<file path="config.mk">
export PLATFORM = sky130hd
export DESIGN_NAME = pipeline_hazard_ctrl
export DESIGN_NICKNAME = d
export VERILOG_FILES = /design/src/rtl/pipeline_hazard_ctrl.sv
export SDC_FILE = /design/constraint.sdc
export NUM_CORES = 1
export LEC_CHECK = 0
export BUFFER_PORTS_ARGS = -buffer_cell sky130_fd_sc_hd__buf_2
export CORE_MARGIN = 2
export CORE_UTILIZATION = 45
export DETAILED_ROUTE_END_ITERATION = 16
export PLACE_DENSITY = 0.76
export SLEW_MARGIN = 30
export SYNTH_ARGS = -nofsm -noshare
export SYNTH_HDL_FRONTEND = slang
export SYNTH_SLANG_ARGS = --single-unit
</file>
<file path="constraint.sdc">
create_clock -name clk -period 1.75 [get_ports clk]
set_input_delay 0.0875 -clock clk [delete_from_list [all_inputs] [get_ports clk]]
set_output_delay 0.0875 -clock clk [all_outputs]
set_load 0.1 [all_outputs]
</file>
<file path="src/rtl/pipeline_hazard_ctrl.sv">
// Stall/flush controller for the filter pipeline: load-use bubbles, multi-cycle
// data-memory freezes, taken-branch squashes and a saturating stall counter.
module pipeline_hazard_ctrl #(
    parameter int MEM_WAIT = 2,
    parameter int REG_W    = 4
) (
    input  logic             clk,
    input  logic             rst_n,
    input  logic [REG_W-1:0] id_rs1,
    input  logic [REG_W-1:0] id_rs2,
    input  logic             id_uses_rs1,
    input  logic             id_uses_rs2,
    input  logic [REG_W-1:0] ex_rd,
    input  logic             ex_is_load,
    input  logic             ex_we,
    input  logic             mem_req,
    input  logic             branch_taken,
    input  logic             halt,
    output logic             pc_en,
    output logic             if_id_en,
    output logic             id_ex_en,
    output logic             ex_mem_en,
    output logic             mem_wb_en,
    output logic             if_id_flush,
    output logic             id_ex_flush,
    output logic [1:0]       state,
    output logic [15:0]      stall_count
);

    localparam int CNT_W = $clog2(MEM_WAIT + 2);

    typedef enum logic [1:0] {
        IDLE   = 2'd0,
        RUN    = 2'd1,
        MEMW   = 2'd2,
        HALTED = 2'd3
    } state_t;

    state_t           state_q, state_d;
    logic [CNT_W-1:0] cnt_q, cnt_d;
    logic             served_q, served_d;
    logic [15:0]      stall_q, stall_d;
    logic             stall_inc;
    logic             load_use;

    always_comb begin
        load_use = ex_is_load & ex_we &
                   ((id_uses_rs1 & (id_rs1 == ex_rd)) | (id_uses_rs2 & (id_rs2 == ex_rd)));

        pc_en       = 1'b0;
        if_id_en    = 1'b0;
        id_ex_en    = 1'b0;
        ex_mem_en   = 1'b0;
        mem_wb_en   = 1'b0;
        if_id_flush = 1'b0;
        id_ex_flush = 1'b0;
        state_d     = state_q;
        cnt_d       = cnt_q;
        served_d    = served_q;
        stall_inc   = 1'b0;

        case (state_q)
            IDLE: begin
                if_id_flush = 1'b1;
                id_ex_flush = 1'b1;
                state_d     = RUN;
            end
            RUN: begin
                if (halt) begin
                    state_d = HALTED;
                end else if (mem_req && !served_q && (MEM_WAIT > 0)) begin
                    stall_inc = 1'b1;
                    if (MEM_WAIT == 1) begin
                        served_d = 1'b1;
                    end else begin
                        state_d = MEMW;
                        cnt_d   = CNT_W'(MEM_WAIT - 1);
                    end
                end else begin
                    pc_en     = 1'b1;
                    if_id_en  = 1'b1;
                    id_ex_en  = 1'b1;
                    ex_mem_en = 1'b1;
                    mem_wb_en = 1'b1;
                    // The access in MEM has moved on, so the next one must freeze again.
                    served_d  = 1'b0;
                    if (branch_taken) begin
                        if_id_flush = 1'b1;
                        id_ex_flush = 1'b1;
                    end else if (load_use) begin
                        pc_en       = 1'b0;
                        if_id_en    = 1'b0;
                        id_ex_flush = 1'b1;
                        stall_inc   = 1'b1;
                    end
                end
            end
            MEMW: begin
                stall_inc = 1'b1;
                cnt_d     = cnt_q - 1'b1;
                if (cnt_q == CNT_W'(1)) begin
                    state_d  = RUN;
                    served_d = 1'b1;
                end
            end
            HALTED: begin
            end
        endcase

        stall_d = (stall_inc && (stall_q != 16'hFFFF)) ? stall_q + 16'd1 : stall_q;
    end

    always_ff @(posedge clk or negedge rst_n) begin
        if (!rst_n) begin
            state_q  <= IDLE;
            cnt_q    <= '0;
            served_q <= 1'b0;
            stall_q  <= 16'd0;
        end else begin
            state_q  <= state_d;
            cnt_q    <= cnt_d;
            served_q <= served_d;
            stall_q  <= stall_d;
        end
    end

    assign state       = state_q;
    assign stall_count = stall_q;

endmodule
</file>
==> results of run 1 <==
-- metal layers --
metal	vias to the layer above	GRT usage (%)	share of wire, %
li1	628	-	-
met1	667	27.1	40
met2	22	42.2	57
met3	4	2.35	2.5
met4	0	6.98	0.82
met5	-	0	0
-- area by class of cell --
| class | count | share of cell area (%) |
|---|---|---|
| multi-input combinational | 103 | 45.9 |
| timing repair buffer | 70 | 24.5 |
| sequential | 21 | 24.2 |
| tap | 44 | 2.39 |
| inverter | 9 | 1.80 |
| clock buffer | 3 | 0.979 |
| clock inverter | 1 | 0.218 |
-- worst max path at each step --
stage,start,endpoint
floorplan,state[1],id_ex_flush
global placement,state[0],stall_count[1]
detailed placement,state[0],stall_count[1]
CTS,state[0],id_ex_flush
global route,state[0],id_ex_flush
finish,state[0],id_ex_flush
-- cell usage in the layout, fill, tap and decap left out, drive strengths merged, types with 2 or more instances in the layout --
master | Yosys | final
nand2 | 4 | 4
nand4 | 3 | 3
ha | 6 | 6
nor2 | 6 | 6
clkbuf | 1 | 3
a211oi | 11 | 11
xor2 | 13 | 13
a21oi | 4 | 4
a2111oi | 2 | 2
dfrtp | 21 | 21
o21a | 2 | 2
nor2b | 2 | 2
o21ai | 7 | 7
xnor2 | 11 | 11
nand3 | 12 | 12
buf | 6 | 69
nand2b | 2 | 2
inv | 9 | 9
a21o | 2 | 2
-- state kept, by name, indices dropped and copies added, names as in the netlist --
name         cells
stall_count     16
cnt_q            2
state            2
served_q         1
-- worst register-to-register path, stage by stage, from the launching register on --
cell	delay [ns]
dfrtp_4	0.46
inv_4	0.04
buf_4	0.13
ha_4	0.26
o21ai_2	0.05
a31o_4	0.25
buf_12	0.15
a211oi_2	0.21
xor2_1	0.18
-- timing repair --
action | CTS | global route
hold endpoints to repair | 21 | 0
setup endpoints to repair | 19 | 24
hold buffers | 1 | 0
pin swaps | 11 | 13
resized for setup | 12 | 17
buffers inserted | 8 | 5
-- through the flow --
| stage | setup WS (ns) | total power [uW] | utilization (%) |
|---|---|---|---|
| after floorplan | -0.599 | 2290 | - |
| after global placement | 0.00217 | 2750 | 66.7 |
| after detailed placement | -0.0470 | 2800 | 66.7 |
| after CTS | -0.175 | 3290 | 72.0 |
| after global routing | -0.225 | 3610 | 76.0 |
| final | -0.174 | 3430 | 76.0 |
-- where the power goes --
group	switching, uW	internal, uW	total, uW
sequential	124	614	738
combinational	1560	899	2460
clock	153	85.1	238
-- cells by family after synthesis --
group | Yosys count | share of synthesized area, %
and+or+nand+nor | 37 | 14.3
AOI/OAI and AO/OA | 35 | 22.3
xor gates and xnor gates | 24 | 14.7
DFF | 21 | 36.8
buffers and inverters | 16 | 5.87
adders and majority gates | 6 | 5.25
muxes | 1 | 0.788
==> impl_metrics.ini, run 1 <==
[run_status]
outcome = finished with violations
failed_checks = negative setup slack

[synthesis]
yosysTopAreaCellShare_pct = 36.8
synth.area.top_cells = dfrtp_1 37%, a211oi_2 8.8%, xor2_1 8.0%, xnor2_1 6.7%, ha_1 5.3%
ys_top_cells_by_count = 21 x dfrtp_1, 13 x xor2_1, 12 x nand3_1
synth_nets = 167
yosysMostFrequentCell = dfrtp_1
synth_cell_type_count = 40
ys_seq_elements = 21
ys_seq_area_share_pct = 36.8
synth_area_leader_cell = dfrtp_1
postSynthAreaPerCell_sq_um = 10.2
synth-async-reset-ratio_pct = 100
netlist_instances = 140
netlist_area_sq_um = 1430
synth_edf_count = 0
ys.flop_type = dfrtp_1
synth_warnings = 0

[job]
drv_cap = 0

[route]
routed_via_density = 5.26
wl_per_cell_microns = 15.1
firstDrtPassIters = 4
wl_microns = 3780
drc = 0
vias = 1321
ant_nets = 0
drtIter0Drc = 43

[timing]
hold_violations = 0
clock.fmax_mhz = 520
period_minus_slack_ns = 1.92
timing.hold.ws_ns = 0.194
setup_violations = 21
worst_slack_ns = -0.174
period_share_pct = 110
setup_tns_ns = -1.13
tightest_slew_ns = 0.486
slew_violations = 0
rsz0062_at_grt = yes
clock_skew_ns = 0.00187
relSlewSlack_pct = 67.6

[place]
dpl.cell_count = 234
io_buffers = 45
gp_congestion = 0.765
dp_hpwl_microns = 2700
placed_area_sq_um = 2020

[floorplanning]
die_y_microns = 60.4
die_x_microns = 60.4
fp.coreArea_sq_um = 3030
io_pins = 46
row_count = 20
dieArea_sq_um = 3640
initial_core_util_pct = 47.2

[critical_path]
max_stage_delay_ns = 0.51
regToRegSetupSlack_ns = -0.08
r2r_cells = 8
path_cells = ha_4 -> buf_6 -> nand2b_4 -> nor2_4 -> a21o_4 -> a41o_4 -> buf_12
cp_slowest_cell = dfrtp_4
cpLargestDelayFamily = flip-flops
worstSetupPathType = reg -> out
r2r-start = state[1]
cp.required_ns = 1.66
setup.worst_path.end_class = output pin
cp.arrival_ns = 1.84
start_kind = register
r2r-end = stall_count[2]
path_buf_inv = 2
cp.depth = 7
crit_fanout = 5

[finish]
drive_above_1_share_pct = 61.4
final_area_sq_um = 2300
fill_cells = 200
multi_input_area_sq_um = 1050
syn_to_final_growth_pct = 60.9
regArea_sq_um = 557
stdcell_count = 251
nets = 235
n_antenna_cell = 0

[grt]
grt_pass1_vias = 1399
antenna_found_initial = 0
grt_max_degree = 22
grt_pass1_wl_microns = 6210
grt_usage_pct = 22.6
overflow = 0

[clock_network]
htreeDepth = 1
clock_sinks = 21
numCtsBuffers = 3
cts_tree = yes
cts_root_buffer = clkbuf_4
clk_latency_ns = 0.30
cts_buffer_depth = 2
cts.clk_slew.worst_paths_ns = 0.12

[min_path]
min_path_type = in -> reg
holdCritStartpoint = mem_req
min_to = served_q
whs_path_depth = 4

[pwr]
p_leak_uw = 0.000987
powerDensity_nw_per_um2 = 1490
ir_drop_v = 0.00128
No activity file was read; power rests on OpenSTA's default activity.
==> inputs of run 2 (changes only) <==
--- a/config.mk
+++ b/config.mk
@@ -6,10 +6,11 @@
 export NUM_CORES = 1
 export LEC_CHECK = 0
 export BUFFER_PORTS_ARGS = -buffer_cell sky130_fd_sc_hd__buf_2
+export CORE_ASPECT_RATIO = 1.1
 export CORE_MARGIN = 2
-export CORE_UTILIZATION = 45
+export CORE_UTILIZATION = 54
 export DETAILED_ROUTE_END_ITERATION = 16
-export PLACE_DENSITY = 0.76
+export PLACE_DENSITY = 0.85
 export SLEW_MARGIN = 30
 export SYNTH_ARGS = -nofsm -noshare
 export SYNTH_HDL_FRONTEND = slang
==> constraint.sdc (replaced) <==
create_clock -name clk -period 2.45 [get_ports clk]
set_input_delay 0.1225 -clock clk [delete_from_list [all_inputs] [get_ports clk]]
set_output_delay 0.1225 -clock clk [all_outputs]
set_load 0.1 [all_outputs]
==> run 2 against run 1 <==
The run now ends clean. Utilization down 6.1 points. Total power down 46%. Via count fell by 11%. Design area fell by 24%. Count of clock-buffer cells in the layout is 1 higher. Combinational power is 52% lower.
==> impl_metrics.ini, run 2 (synthesis results as in run 1) <==
[run_status]
outcome = complete, no violations

[timing]
period_share_pct = 89.2
clock.fmax_mhz = 458
relSlewSlack_pct = 67.3
slew_violations = 0
period_minus_slack_ns = 2.18
setup_tns_ns = 0
tightest_slew_ns = 0.494
hold_violations = 0
rsz0062_at_grt = no
setup_violations = 0
clock_skew_ns = 0.00262

[clock_network]
cts.clk_slew.worst_paths_ns = 0.12
postCtsResizedCells = 0
clk_latency_ns = 0.30
cts_tree = yes
cts_setup_buffers = 0
cts_root_buffer = clkbuf_4
cts_hold_buf = 1
numCtsBuffers = 3
clock_sinks = 21
cts_buffer_depth = 2
htreeDepth = 1

[critical_path]
setup.worst_path.end_class = output pin
cp.arrival_ns = 2.06
start_kind = register
cp.required_ns = 2.33
worstSetupPathType = reg -> out
crit_fanout = 8

[finish]
drive_above_1_share_pct = 40.5
final_cell_mix = 45 x buf_2, 18 x dfrtp_1, 13 x xor2_1, 12 x nand3_1, 11 x xnor2_1
n_antenna_cell = 0
multi_input_area_sq_um = 861
largest_register_ffs = 16
fill_cells = 201
final_common_cell = buf_2
regArea_sq_um = 534
nets = 213
syn_to_final_growth_pct = 22.1

[route]
routed_via_density = 5.45
ant_nets = 0
drc = 0
vias = 1177
drtIter0Drc = 28
wl_per_cell_microns = 14.4
wl_microns = 3120
firstDrtPassIters = 4

[floorplanning]
die_x_microns = 53.0
dieArea_sq_um = 3070
fp.coreArea_sq_um = 2500
initial_core_util_pct = 57.2
die_y_microns = 58.0
row_count = 19
io_pins = 46

[grt]
grt_pass1_vias = 1169
grt_usage_pct = 21.8
grt_pass1_wl_microns = 5020
grt_max_degree = 22
overflow = 0
antenna_found_initial = 0

[job]
drv_cap = 0

[pwr]
p_leak_uw = 0.000843
powerDensity_nw_per_um2 = 1070
ir_drop_v = 0.000999
finalPower_uw = 1860

[place]
gp_congestion = 0.779
io_buffers = 45
dp_hpwl_microns = 2400

[min_path]
min_path_type = in -> reg
-- run 2: power breakdown --
group	internal (uW)	switching [uW]	total [uW]
combinational	282	905	1190
clock	63.4	109	173
sequential	426	79.8	505
total	771	1090	1860
-- run 2: worst paths after layout --
path                                 start              end  slack, ns  cells past startpoint
min reg2reg                stall_count[13]  stall_count[13]       0.51                      1
max                               state[1]      id_ex_flush       0.27                      7
min                                mem_req         state[0]       0.20                      4
min in group asynchronous            rst_n   stall_count[2]       0.29                      2
max reg2reg                       state[0]   stall_count[1]       0.35                      6
max in group asynchronous            rst_n         state[1]       1.80                      2
-- run 2: worst max-delay path: stages, from the launching register on --
cell and delay (ns):
dfrtp_4 0.52, inv_2 0.09, ha_4 0.17, nand2b_1 0.11
nor2_4 0.21, a21o_4 0.16, a41o_4 0.08, buf_2 0.41
-- run 2: layer usage --
layer  GRT usage [%]  part of all wire [%]  vias to the layer above
met3            2.06                   4.3                        2
met5               0                     0                        -
met4            6.96                  0.32                        0
li1                -                     -                      582
met2            40.4                    53                       30
met1            26.1                    42                      563
-- run 2: layout make-up --
class,instances,share of cell area (%)
multi-input combinational,103,49.4
sequential,21,30.6
timing repair buffer,48,14.3
tap,31,2.22
inverter,9,1.94
clock buffer,4,1.51
-- run 2: through the flow --
stage          hold slack [ns]  setup slack (ns)  area, sq um  cells  utilization [%]
2_1_floorplan           -0.173           0.00677         1490    140                -
3_3_place_gp            0.0956             0.479         1710    211             68.4
3_5_place_dp             0.102             0.360         1710    211             68.4
4_1_cts                  0.196             0.247         1740    216             69.9
5_1_grt                  0.239             0.165         1740    216             69.9
6_report                 0.200             0.266         1740    216             69.9
